### src/rtl/sipo_word_collector.sv
// Serial-in/parallel-out collector: assembles LENGTH handshaked bits into a word
// and holds it under a valid/ready handshake for the downstream AND stage.
module sipo_word_collector #(
  parameter int unsigned LENGTH    = 4,
  parameter bit          LSB_FIRST = 1'b1,
  parameter int unsigned CW        = $clog2(LENGTH) + 1
) (
  input  logic              clk,
  input  logic              rst_n,
  input  logic              bit_in,
  input  logic              bit_valid,
  output logic              bit_ready,
  input  logic              flush,
  output logic [LENGTH-1:0] x_out,
  output logic              x_valid,
  input  logic              x_ready,
  output logic [CW-1:0]     bit_cnt
);

  typedef enum logic {S_COLLECT = 1'b0, S_HOLD = 1'b1} state_t;

  localparam logic [CW-1:0] CNT_LAST = CW'(LENGTH - 1);

  state_t              r_state;
  logic [LENGTH-1:0]   r_shadow;
  logic [LENGTH-1:0]   r_x_out;
  logic                r_x_valid;
  logic                r_bit_ready;
  logic [CW-1:0]       r_bit_cnt;

  state_t              w_state_nxt;
  logic [LENGTH-1:0]   w_shadow_nxt;
  logic [LENGTH-1:0]   w_x_out_nxt;
  logic                w_x_valid_nxt;
  logic                w_bit_ready_nxt;
  logic [CW-1:0]       w_bit_cnt_nxt;
  logic [CW-1:0]       w_idx;
  logic [LENGTH-1:0]   w_word;
  logic                w_accept;

  // bit_ready is only ever high in COLLECT, so it alone qualifies an accept
  assign w_accept = bit_valid & r_bit_ready;
  assign w_idx    = LSB_FIRST ? r_bit_cnt : (CNT_LAST - r_bit_cnt);

  // Shadow word with the incoming bit inserted at its slot
  always_comb begin
    w_word = r_shadow;
    for (int i = 0; i < int'(LENGTH); i++) begin
      if (w_idx == CW'(i)) begin
        w_word[i] = bit_in;
      end else begin
        w_word[i] = r_shadow[i];
      end
    end
  end

  // Next-state and next-output logic
  always_comb begin
    w_state_nxt     = r_state;
    w_shadow_nxt    = r_shadow;
    w_x_out_nxt     = r_x_out;
    w_x_valid_nxt   = r_x_valid;
    w_bit_ready_nxt = r_bit_ready;
    w_bit_cnt_nxt   = r_bit_cnt;
    case (r_state)
      S_COLLECT: begin
        w_bit_ready_nxt = 1'b1;
        if (flush) begin
          w_bit_cnt_nxt = '0;
          w_shadow_nxt  = '0;
        end else if (w_accept) begin
          if (r_bit_cnt == CNT_LAST) begin
            w_x_out_nxt     = w_word;
            w_x_valid_nxt   = 1'b1;
            w_bit_cnt_nxt   = '0;
            w_shadow_nxt    = '0;
            w_state_nxt     = S_HOLD;
            w_bit_ready_nxt = 1'b0;
          end else begin
            w_shadow_nxt  = w_word;
            w_bit_cnt_nxt = r_bit_cnt + CW'(1);
          end
        end else begin
          w_bit_cnt_nxt = r_bit_cnt;
        end
      end
      S_HOLD: begin
        w_bit_ready_nxt = 1'b0;
        if (r_x_valid && x_ready) begin
          w_x_valid_nxt   = 1'b0;
          w_state_nxt     = S_COLLECT;
          w_bit_ready_nxt = 1'b1;
        end else begin
          w_x_valid_nxt = r_x_valid;
        end
      end
      default: begin
        w_state_nxt     = S_COLLECT;
        w_bit_ready_nxt = 1'b0;
        w_x_valid_nxt   = 1'b0;
        w_bit_cnt_nxt   = '0;
        w_shadow_nxt    = '0;
      end
    endcase
  end

  // State and output registers
  always_ff @(posedge clk or negedge rst_n) begin
    if (!rst_n) begin
      r_state     <= S_COLLECT;
      r_shadow    <= '0;
      r_x_out     <= '0;
      r_x_valid   <= 1'b0;
      r_bit_ready <= 1'b0;
      r_bit_cnt   <= '0;
    end else begin
      r_state     <= w_state_nxt;
      r_shadow    <= w_shadow_nxt;
      r_x_out     <= w_x_out_nxt;
      r_x_valid   <= w_x_valid_nxt;
      r_bit_ready <= w_bit_ready_nxt;
      r_bit_cnt   <= w_bit_cnt_nxt;
    end
  end

  assign bit_ready = r_bit_ready;
  assign x_out     = r_x_out;
  assign x_valid   = r_x_valid;
  assign bit_cnt   = r_bit_cnt;

endmodule

### config.mk
export PLATFORM = sky130hd
export DESIGN_NAME = sipo_word_collector
export DESIGN_NICKNAME = d
export VERILOG_FILES = /design/src/rtl/sipo_word_collector.sv
export SDC_FILE = /design/constraint.sdc
export NUM_CORES = 1
export LEC_CHECK = 0
export CORE_MARGIN = 2
export CORE_UTILIZATION = 47
export DETAILED_ROUTE_END_ITERATION = 6
export GPL_TIMING_DRIVEN = 0
export PLACE_DENSITY = 0.75
export RECOVER_POWER = 50
export SKIP_CTS_REPAIR_TIMING = 1
export SKIP_LAST_GASP = 1
export SLEW_MARGIN = 10
export SYNTH_ARGS = -nofsm -noshare
export SYNTH_HDL_FRONTEND = slang
export SYNTH_SLANG_ARGS = --single-unit
### constraint.sdc
create_clock -name clk -period 1.8 [get_ports clk]
set_clock_uncertainty 0.15 [all_clocks]
set_input_delay 0.36 -clock clk [delete_from_list [all_inputs] [get_ports clk]]
set_output_delay 0.36 -clock clk [all_outputs]
set_load 0.05 [all_outputs]
==> out/summary.md, run 1 <==
## Status
- finished, final reports clean — outcome

## Logic synthesis
- 69 — Post-Synthesis Net Count
- 48.06% — fraction of post-synthesis cell area in the top cell type by area
- 11.47 um2 — average instance area after synthesis
- 100.0% — fraction of registers with async set/reset
- dfrtp_1 — predominant post-synthesis flop cell
- dfrtp_1 — library cell with the largest summed area after synthesis
- dfrtp_1 48%, mux2_2 8.3%, ha_1 7.4%, nand2b_1 3.7%, mux2i_1 3.0% — most area-consuming cells after synthesis
- 21 — count of cell types in the netlist
- 13 x dfrtp_1, 5 x inv_1, 5 x mux2_2 — commonest cells in the netlist
- 0 — number of warnings printed during yosys synthesis
- dfrtp_1 — most common cell in the netlist
- 13 — register bit total from synthesis
- 676.9 um2 — Post-Synthesis Cell Area
- 59 — Post-Synthesis Cells
- 48.06% — sequential cell area fraction in the yosys report
- 0 — number of flops mapped to enable cells by yosys

## CTS
- 13 — CTS Sinks
- 1 — CTS H-Tree Depth
- 2 — Max Root-Sink Buffers
- 270 ps — source-to-sink clock delay at the later pin of the worst-skew pair
- 3 — number of buffers inserted during clock tree synthesis
- clkbuf_4 — CTS root buffer
- 80 ps — clock-pin slew reported for the worst setup and hold paths after clock tree synthesis
- yes — TritonCTS clock tree

## Detailed routing
- 4 — number of detailed-routing iterations run before antenna repair
- 532 — count of vias placed by the detailed router
- 9 — Starting DRT DRC Count
- 5.542 — Via-to-Cell Ratio
- 0 — final routed DRC violation total
- 0 — Post-DRT Antenna Nets
- 1.473 mm — final wirelength
- 15.34 um — DR WL/cell

## Floorplanning
- 51.38% — initial core utilization
- 41.95 um — height of the die
- 0.001760 mm2 — overall die area
- 15 — count of pins on the block boundary
- 13 — num rows
- 0.001318 mm2 — CORE AREA
- 41.95 um — die width

## Place
- 14 — number of buffers added on ports
- 1.027 mm — sum of net half-perimeters after detailed placement
- 0.7784 — routability-driven placement congestion ratio

## Setup path
- primary input to register — class of the most critical setup path
- 7 — largest fanout on the critical path
- primary input — startpoint class of the critical path
- 1760 ps — Worst EP arrival
- 4 — R2R depth
- 1800 ps — worst endpoint required time
- 80 ps — setup slack of the worst register-to-register path
- bit_cnt[1] — Reg-to-Reg Start
- register — critical path endpoint category
- x_out[1] — Reg2Reg Capture Point

## Cells and area
- 89 — fillcell total
- 24.69% — fraction of layout cells with a size suffix above 1
- 0 — number of diodes
- 36.97% — relative area change from synthesis to final layout
- 342.8 um2 — multi-input logic area
- 327.8 um2 — register area
- 92 — NumNets Final

## Worst hold path
- register to register — HP Class
- r_shadow[0] — Hold Path Origin
- r_shadow[0] — Worst Hold End
- 1 — Hold Path Cell Cnt

## Pwr
- 1366 mW/mm2 — Pwr per Cell Area
- 50.9% — Comb pwr share
- 0.001073 V — Peak supply drop
- 1.266 mW — Design Power
- 35.5% — part of the total power dissipated in sequential elements
- 0.5390 nW — leakage power
- 43.64% — share of total power consumed by net switching
- 13.6% — Clk network pwr share
- 0.7135 mW — Pint
- 0.5525 mW — net switching component of the power

## STA
- 97.80% — crit share post-route
- 0.5681 GHz — top achievable clock speed
- 592.1 ps — Worst Tran Pin Value
- 0 — Pins Over Slew Limit
- 1760 ps — minimum clock period
- 60.40% — Max-slew headroom
- 0 ps — total negative slack
- 0 — endpoints failing hold
- 0 — Final setup viols
- false — RSZ-0062 raised after global routing

## GRT
- 14 — largest net degree at the start of global routing
- 2.566 mm — wire length of the first global-routing pass
- 559 — via count of the first global-routing pass
- 0 — total gr overflow
- 19.63% — total track usage
- 0 — number of antenna violations at the first check in global routing

## Run
- 0 — count of max-cap constraint violations

metrics by stage:
| stage | instances | utilization, % | hold WS [ps] | worst slack, ps | cell area [um2] |
|---|---|---|---|---|---|
| final | 96 | 70.37 | 355.0 | 39.69 | 927.1 |
| after global routing | 96 | 70.37 | 388.9 | 8.054 | 927.1 |
| after CTS | 92 | 65.81 | 314.3 | -302.6 | 867.1 |
| after detailed placement | 88 | 63.82 | 325.7 | -264.0 | 840.8 |
| after global placement | 88 | 63.82 | 333.3 | -242.1 | 840.8 |
| after floorplan | 59 | - | -85.59 | 0.2631 | 681.9 |
critical path, stage by stage:
cell           delay (ps)
dlygate4sd3_1         650
nor3_4                370
mux2_2                390
flip-flops by register name (all words and copies together) (netlist names):
register   flops
r_shadow       3
x_out          4
bit_cnt        3
x_valid        1
bit_ready      1
r_state        1
cell families (layout without fill, tap and decap cells):
| group | after synthesis | after routing | share of synthesized area, % |
|---|---|---|---|
| AND/OR/NAND/NOR | 17 | 17 | 17.37 |
| buffers and inverters | 5 | 27 | 2.773 |
| AO/OA/AOI/OAI | 13 | 13 | 13.12 |
| flip-flops | 13 | 13 | 48.06 |
| multiplexers | 7 | 7 | 11.27 |
| adder cells (fa/ha/maj) | 4 | 4 | 7.394 |
routing by layer:
metal,GRT usage [%],wire [um]
met2,32.50,746
met1,24.79,676
met4,9.032,8
met3,3.478,42
met5,0,0
cells in the final DEF (no fill, tap or decap), types with 2 or more instances in the layout:
cell	netlist	final
clkbuf_4	0	3
mux2i_1	2	2
dlygate4sd3_1	0	2
nand2b_1	4	3
mux2_2	5	5
a21oi_1	2	2
dfrtp_1	13	11
dfrtp_2	0	2
inv_1	5	5
buf_4	0	4
a21o_1	2	2
clkdlybuf4s50_1	0	3
o311ai_0	2	2
nand2_1	3	3
nor2_1	4	4
dlymetal6s2s_1	0	9
ha_1	4	3
o21ai_0	4	4
cell type report:
type                    count  area share, %
flip-flops and latches     13          35.36
repair buffers             18          20.78
inverters                   5          2.024
multi-input cells          41          36.98
well taps                  15          2.024
clock buffers               4          2.834
worst max-delay path by stage:
stage	startpoint	slack (ps)	endpoint
6_report	flush	40	x_out[1]
5_1_grt	bit_cnt[2]	8	bit_cnt[2]
4_1_cts	bit_cnt[2]	-300	bit_cnt[2]
3_5_place_dp	bit_valid	-260	x_out[1]
3_3_place_gp	bit_valid	-240	x_out[3]
2_1_floorplan	bit_cnt[1]	0.3	x_out[3]
power groups by stage:
stage | Combinational (mW) | Clock (mW) | Sequential, mW
2_1_floorplan | 0.226 | 0 | 0.651
3_3_place_gp | 0.615 | 0 | 0.454
3_5_place_dp | 0.626 | 0 | 0.459
4_1_cts | 0.631 | 0.182 | 0.454
5_1_grt | 0.698 | 0.200 | 0.462
6_report | 0.644 | 0.172 | 0.449
No activity file was read; power rests on OpenSTA's default activity.
==> run 2, diff against run 1 <==
- SETUP_SLACK_MARGIN: unset -> 0.4
==> run 2 against run 1 <==
  * Global-route usage fell by 1.8 points
  * Flip-flop and latch count did not move
  * Register-to-register slack improved by 50 ps
  * Combinational power rose by 14%
  * Non-clock buffer count rose by 8
  * Critical path depth rose by 1
  * Die area did not move
  * Setup slack improved by 95 ps
  * Highest routed layer unchanged
==> out/summary.md, run 2 (synthesized netlist as in run 1, its figures left out) <==
## Status
- finished, final reports clean — outcome

## STA
- 92.53% — crit share post-route, -5.3 points
- 61.08% — Max-slew headroom, +0.68 points
- true — RSZ-0062 raised after global routing
- 1666 ps — minimum clock period, -94.75 ps
- 0 — Final setup viols, unchanged
- 0.6004 GHz — top achievable clock speed, +5.7%
- 0 ps — total negative slack, unchanged
- 0 — Pins Over Slew Limit, unchanged
- 581.9 ps — Worst Tran Pin Value, -10.21 ps
- 0 — endpoints failing hold, unchanged

## Floorplanning
- 0.001760 mm2 — overall die area, unchanged
- 0.001318 mm2 — CORE AREA, unchanged
- 15 — count of pins on the block boundary, unchanged
- 41.95 um — die width, unchanged
- 51.38% — initial core utilization, unchanged
- 41.95 um — height of the die, unchanged
- 13 — num rows, unchanged

## CTS
- 270 ps — source-to-sink clock delay at the later pin of the worst-skew pair, about the same
- 13 — CTS Sinks, unchanged
- 3 — number of buffers inserted during clock tree synthesis, unchanged
- 2 — Max Root-Sink Buffers, unchanged
- clkbuf_4 — CTS root buffer
- 1 — CTS H-Tree Depth, unchanged
- 80 ps — clock-pin slew reported for the worst setup and hold paths after clock tree synthesis, about the same
- yes — TritonCTS clock tree

## Place
- 996.3 um — sum of net half-perimeters after detailed placement, -3.0%
- 88 — number of placed instances, taps included, unchanged
- 0.7418 — routability-driven placement congestion ratio, -4.7%
- 14 — number of buffers added on ports, unchanged

## Detailed routing
- 1.674 mm — final wirelength, +14%
- 15 — Starting DRT DRC Count, +6
- 5.548 — Via-to-Cell Ratio, +0.12%
- 0 — Post-DRT Antenna Nets, unchanged
- 0 — final routed DRC violation total, unchanged
- 16.10 um — DR WL/cell, +4.9%
- 577 — count of vias placed by the detailed router, +8.5%
- 4 — number of detailed-routing iterations run before antenna repair, unchanged

## GRT
- 0 — total gr overflow, unchanged
- 14 — largest net degree at the start of global routing, unchanged
- 541 — via count of the first global-routing pass, -3.2%
- 0 — number of antenna violations at the first check in global routing, unchanged
- 2.325 mm — wire length of the first global-routing pass, -9.4%
- 17.87% — total track usage, -1.8 points

## Pwr
- 0.0009066 V — Peak supply drop, -15%
- 1388 mW/mm2 — Pwr per Cell Area, +1.6%
- 0.4862 nW — leakage power, -9.8%

## Setup path
- 1680 ps — Worst EP arrival, -80 ps
- x_out[1] — Reg2Reg Capture Point
- register — startpoint class of the critical path
- 130 ps — setup slack of the worst register-to-register path, +50 ps
- 1810 ps — worst endpoint required time, about the same
- 7 — largest fanout on the critical path, unchanged
- register — critical path endpoint category
- bit_cnt[0] — Reg-to-Reg Start
- 4 — R2R depth, unchanged
- register to register — class of the most critical setup path
- bit_cnt[0] — start point of the critical path

## Cells and area
- 84 — fillcell total, -5.6%
- 4 — max reg flops, unchanged
- 0 — number of diodes, unchanged
- 47.13% — relative area change from synthesis to final layout
- 104 — number of standard cells in the layout, taps in and fillers out, +8.3%
- 100 — NumNets Final, +8.7%
- 13 x buf_4, 8 x dfrtp_1, 5 x dfrtp_2 — most frequent cells in the layout
- buf_4 — leading cell type in the layout, fill and taps excluded
- 52.81% — fraction of layout cells with a size suffix above 1, +28 points

## Worst hold path
- primary input to async pin — HP Class

## Run
- 0 — count of max-cap constraint violations, unchanged

[run 2: per-stage QoR]
| step | power (mW) | setup WS (ps) | utilization, % | instance area, um2 | hold slack [ps] |
|---|---|---|---|---|---|
| floorplan | 0.8961 | 31.52 | - | 705.7 | -85.59 |
| global placement | 1.088 | -252.9 | 65.62 | 864.6 | 323.7 |
| detailed placement | 1.100 | -263.0 | 65.62 | 864.6 | 334.5 |
| CTS | 1.286 | -271.2 | 67.62 | 890.9 | 301.1 |
| global route | 1.447 | 79.87 | 75.59 | 996.0 | 381.4 |
| finish | 1.382 | 134.4 | 75.59 | 996.0 | 371.1 |
[run 2: layout make-up]
class	count	area (um2)	share of cell area, %
flip-flops and latches	13	331.6	33.29
clock buffers	4	26.28	2.638
well taps	15	18.77	1.884
multi-input cells	41	387.9	38.94
inverters	5	18.77	1.884
repair buffers	26	212.7	21.36
[run 2: how the worst max path moves through the flow]
stage / to / slack [ps] / depth (start not counted)
2_1_floorplan: x_out[1] / 30 / 5
3_3_place_gp: x_out[3] / -250 / 4
3_5_place_dp: x_out[1] / -260 / 4
4_1_cts: bit_cnt[0] / -270 / 1
5_1_grt: x_out[0] / 80 / 5
6_report: x_out[1] / 130 / 4
[run 2: report_power, final]
group	internal [mW]	switching [mW]	leakage, nW
sequential	0.377	0.0921	0.163
clock	0.0858	0.0946	0.0150
combinational	0.311	0.421	0.309
[run 2: metal layers]
layer	track usage, %	vias to the layer above	wire, um
met5	0	-	0
met4	10.97	0	8
met3	4.348	2	75
met2	26.25	17	842
met1	23.60	291	748
li1	-	267	-
[run 2: worst max-delay path, stage by stage (launching register included)]
cell	delay (ps)
dfrtp_2	440
ha_4	190
nand2b_4	70
nor3_4	360
mux2_4	340
==> run 3, diff against run 2 <==
- CTS_CLUSTER_DIAMETER: unset -> 120
- RECOVER_POWER: 50 -> unset
==> run 3 against run 2 <==
  * Flip-flop and latch count stayed put
  * Count of clock-buffer cells in the layout is the same
  * Critical path depth unchanged
  * Die area stayed put
  * Combinational power rose by 1%
  * Sequential share of layout area shrank 0.33 points
  * Register-to-register slack about the same
  * Final cell count stayed put
  * Hold slack got worse by 70 ps
  * Power grew 0.56%
  * Setup slack improved by 4.1 ps
  * Critical endpoint unchanged
  * Highest routed layer unchanged
==> out/summary.md, run 3 (synthesized netlist as in run 1, its figures left out) <==
## Worst hold path
- primary input to async pin — HP Class

## Cells and area
- 15 x buf_4, 8 x dfrtp_1, 5 x dfrtp_2 — most frequent cells in the layout
- 4 — max reg flops, unchanged
- 48.61% — relative area change from synthesis to final layout
- 0.001006 mm2 — Non-Filler Cell Area, Final, +1.0%
- 104 — number of standard cells in the layout, taps in and fillers out, unchanged
- 81 — fillcell total, -3.6%
- 100 — NumNets Final, unchanged
- buf_4 — leading cell type in the layout, fill and taps excluded
- 0 — number of diodes, unchanged
- 53.93% — fraction of layout cells with a size suffix above 1, +1.1 points

## Pwr
- 0.0009175 V — Peak supply drop, +1.2%
- 1382 mW/mm2 — Pwr per Cell Area, -0.44%
- 0.4918 nW — leakage power, +1.1%

## Floorplanning
- 0.001318 mm2 — CORE AREA, unchanged
- 0.001760 mm2 — overall die area, unchanged
- 41.95 um — height of the die, unchanged
- 15 — count of pins on the block boundary, unchanged
- 51.38% — initial core utilization, unchanged
- 13 — num rows, unchanged
- 41.95 um — die width, unchanged

## GRT
- 14 — largest net degree at the start of global routing, unchanged
- 0 — number of antenna violations at the first check in global routing, unchanged
- 2.325 mm — wire length of the first global-routing pass, unchanged
- 541 — via count of the first global-routing pass, unchanged
- 17.87% — total track usage, unchanged
- 0 — total gr overflow, unchanged

## Detailed routing
- 0 — final routed DRC violation total, unchanged
- 5.510 — Via-to-Cell Ratio, -0.69%
- 0 — Post-DRT Antenna Nets, unchanged
- 12 — Starting DRT DRC Count, -3
- 1.667 mm — final wirelength, -0.42%
- 573 — count of vias placed by the detailed router, -0.69%
- 4 — number of detailed-routing iterations run before antenna repair, unchanged
- 16.03 um — DR WL/cell, -0.42%

## Setup path
- 1670 ps — Worst EP arrival, about the same
- 4 — R2R depth, unchanged
- ha_4 -> nand2b_4 -> nor3_4 -> mux2_4 — ordered cell list for the critical path
- 7 — largest fanout on the critical path, unchanged
- 0 — Worst Path Buf+Inv, unchanged
- register — startpoint class of the critical path
- register to register — class of the most critical setup path
- dfrtp_2 — Worst path slowest cell
- 140 ps — setup slack of the worst register-to-register path, about the same
- 440 ps — delay contributed by the slowest stage of the critical path, about the same
- register — critical path endpoint category
- flip-flops — cell family contributing the most delay on the critical path
- x_out[1] — Reg2Reg Capture Point
- bit_cnt[0] — Reg-to-Reg Start
- 1810 ps — worst endpoint required time, about the same

## CTS
- 3 — number of buffers inserted during clock tree synthesis, unchanged
- 80 ps — clock-pin slew reported for the worst setup and hold paths after clock tree synthesis, about the same
- 2 — Max Root-Sink Buffers, unchanged
- 270 ps — source-to-sink clock delay at the later pin of the worst-skew pair, about the same
- 1 — CTS H-Tree Depth, unchanged
- yes — TritonCTS clock tree
- 13 — CTS Sinks, unchanged
- clkbuf_4 — CTS root buffer

## STA
- 0 — endpoints failing hold, unchanged
- true — RSZ-0062 raised after global routing
- 138.6 ps — least setup slack across all paths after layout, +4.120 ps
- 1661 ps — minimum clock period, -4.120 ps
- 0 — Final setup viols, unchanged
- 92.30% — crit share post-route, -0.23 points
- 577.9 ps — Worst Tran Pin Value, -3.956 ps
- 61.35% — Max-slew headroom, +0.27 points
- 0.6019 GHz — top achievable clock speed, +0.25%
- 0 — Pins Over Slew Limit, unchanged

## Place
- 996.3 um — sum of net half-perimeters after detailed placement, unchanged
- 864.6 um2 — placement-stage cell area, unchanged
- -263.0 ps — worst slack after detailed placement, unchanged
- 14 — number of buffers added on ports, unchanged
- 0.7418 — routability-driven placement congestion ratio, unchanged
- 88 — number of placed instances, taps included, unchanged

## Run
- 0 — count of max-cap constraint violations, unchanged

## Status
- finished, final reports clean — outcome

[run 3: cell count changes in the layout (fill, tap and decap cells not counted), sizes merged]
cell / before / now
buf: 16 / 19
clkbuf: 9 / 6
clkdlybuf4s50: 2 / 3
dlygate4sd3: 1 / 0
[run 3: layout make-up]
cell class                      instances  area [um2]  area share, %
Inverter                                5       18.77          1.866
Timing Repair Buffer                   26       222.7          22.14
Multi-Input combinational cell         41       387.9          38.56
Tap cell                               15       18.77          1.866
Sequential cell                        13       331.6          32.96
Clock buffer                            4       26.28          2.612
[run 3: per-stage QoR]
step           utilization [%]  hold WS (ps)  TNS, ps  power (mW)
3_3_place_gp             65.62         323.7   -812.7       1.088
3_5_place_dp             65.62         334.5   -854.0       1.100
5_1_grt                  76.35         355.5        0       1.455
4_1_cts                  67.62         301.1    -1797       1.286
2_1_floorplan                -        -85.59        0      0.8961
6_report                 76.35         300.7        0       1.390
[run 3: worst max-delay path by stage]
stage / cells after the start / slack (ps) / start / endpoint
2_1_floorplan: 5 / 30 / bit_cnt[1] / x_out[1]
3_3_place_gp: 4 / -250 / bit_valid / x_out[3]
3_5_place_dp: 4 / -260 / bit_valid / x_out[1]
4_1_cts: 1 / -270 / bit_cnt[0] / bit_cnt[0]
6_report: 4 / 140 / bit_cnt[0] / x_out[1]
5_1_grt: 5 / 80 / bit_cnt[0] / x_out[0]
[run 3: metal layers]
| metal | track usage, % | wire length (um) | up-vias |
|---|---|---|---|
| li1 | - | - | 266 |
| met1 | 23.60 | 759 | 289 |
| met2 | 26.25 | 834 | 16 |
| met3 | 4.348 | 64 | 2 |
| met4 | 10.97 | 8 | 0 |
| met5 | 0 | 0 | - |
[run 3: report_power, final]
part	total [mW]	internal [mW]	switching (mW)
logic	0.741	0.318	0.423
clock network	0.180	0.0858	0.0939
registers	0.469	0.377	0.0922
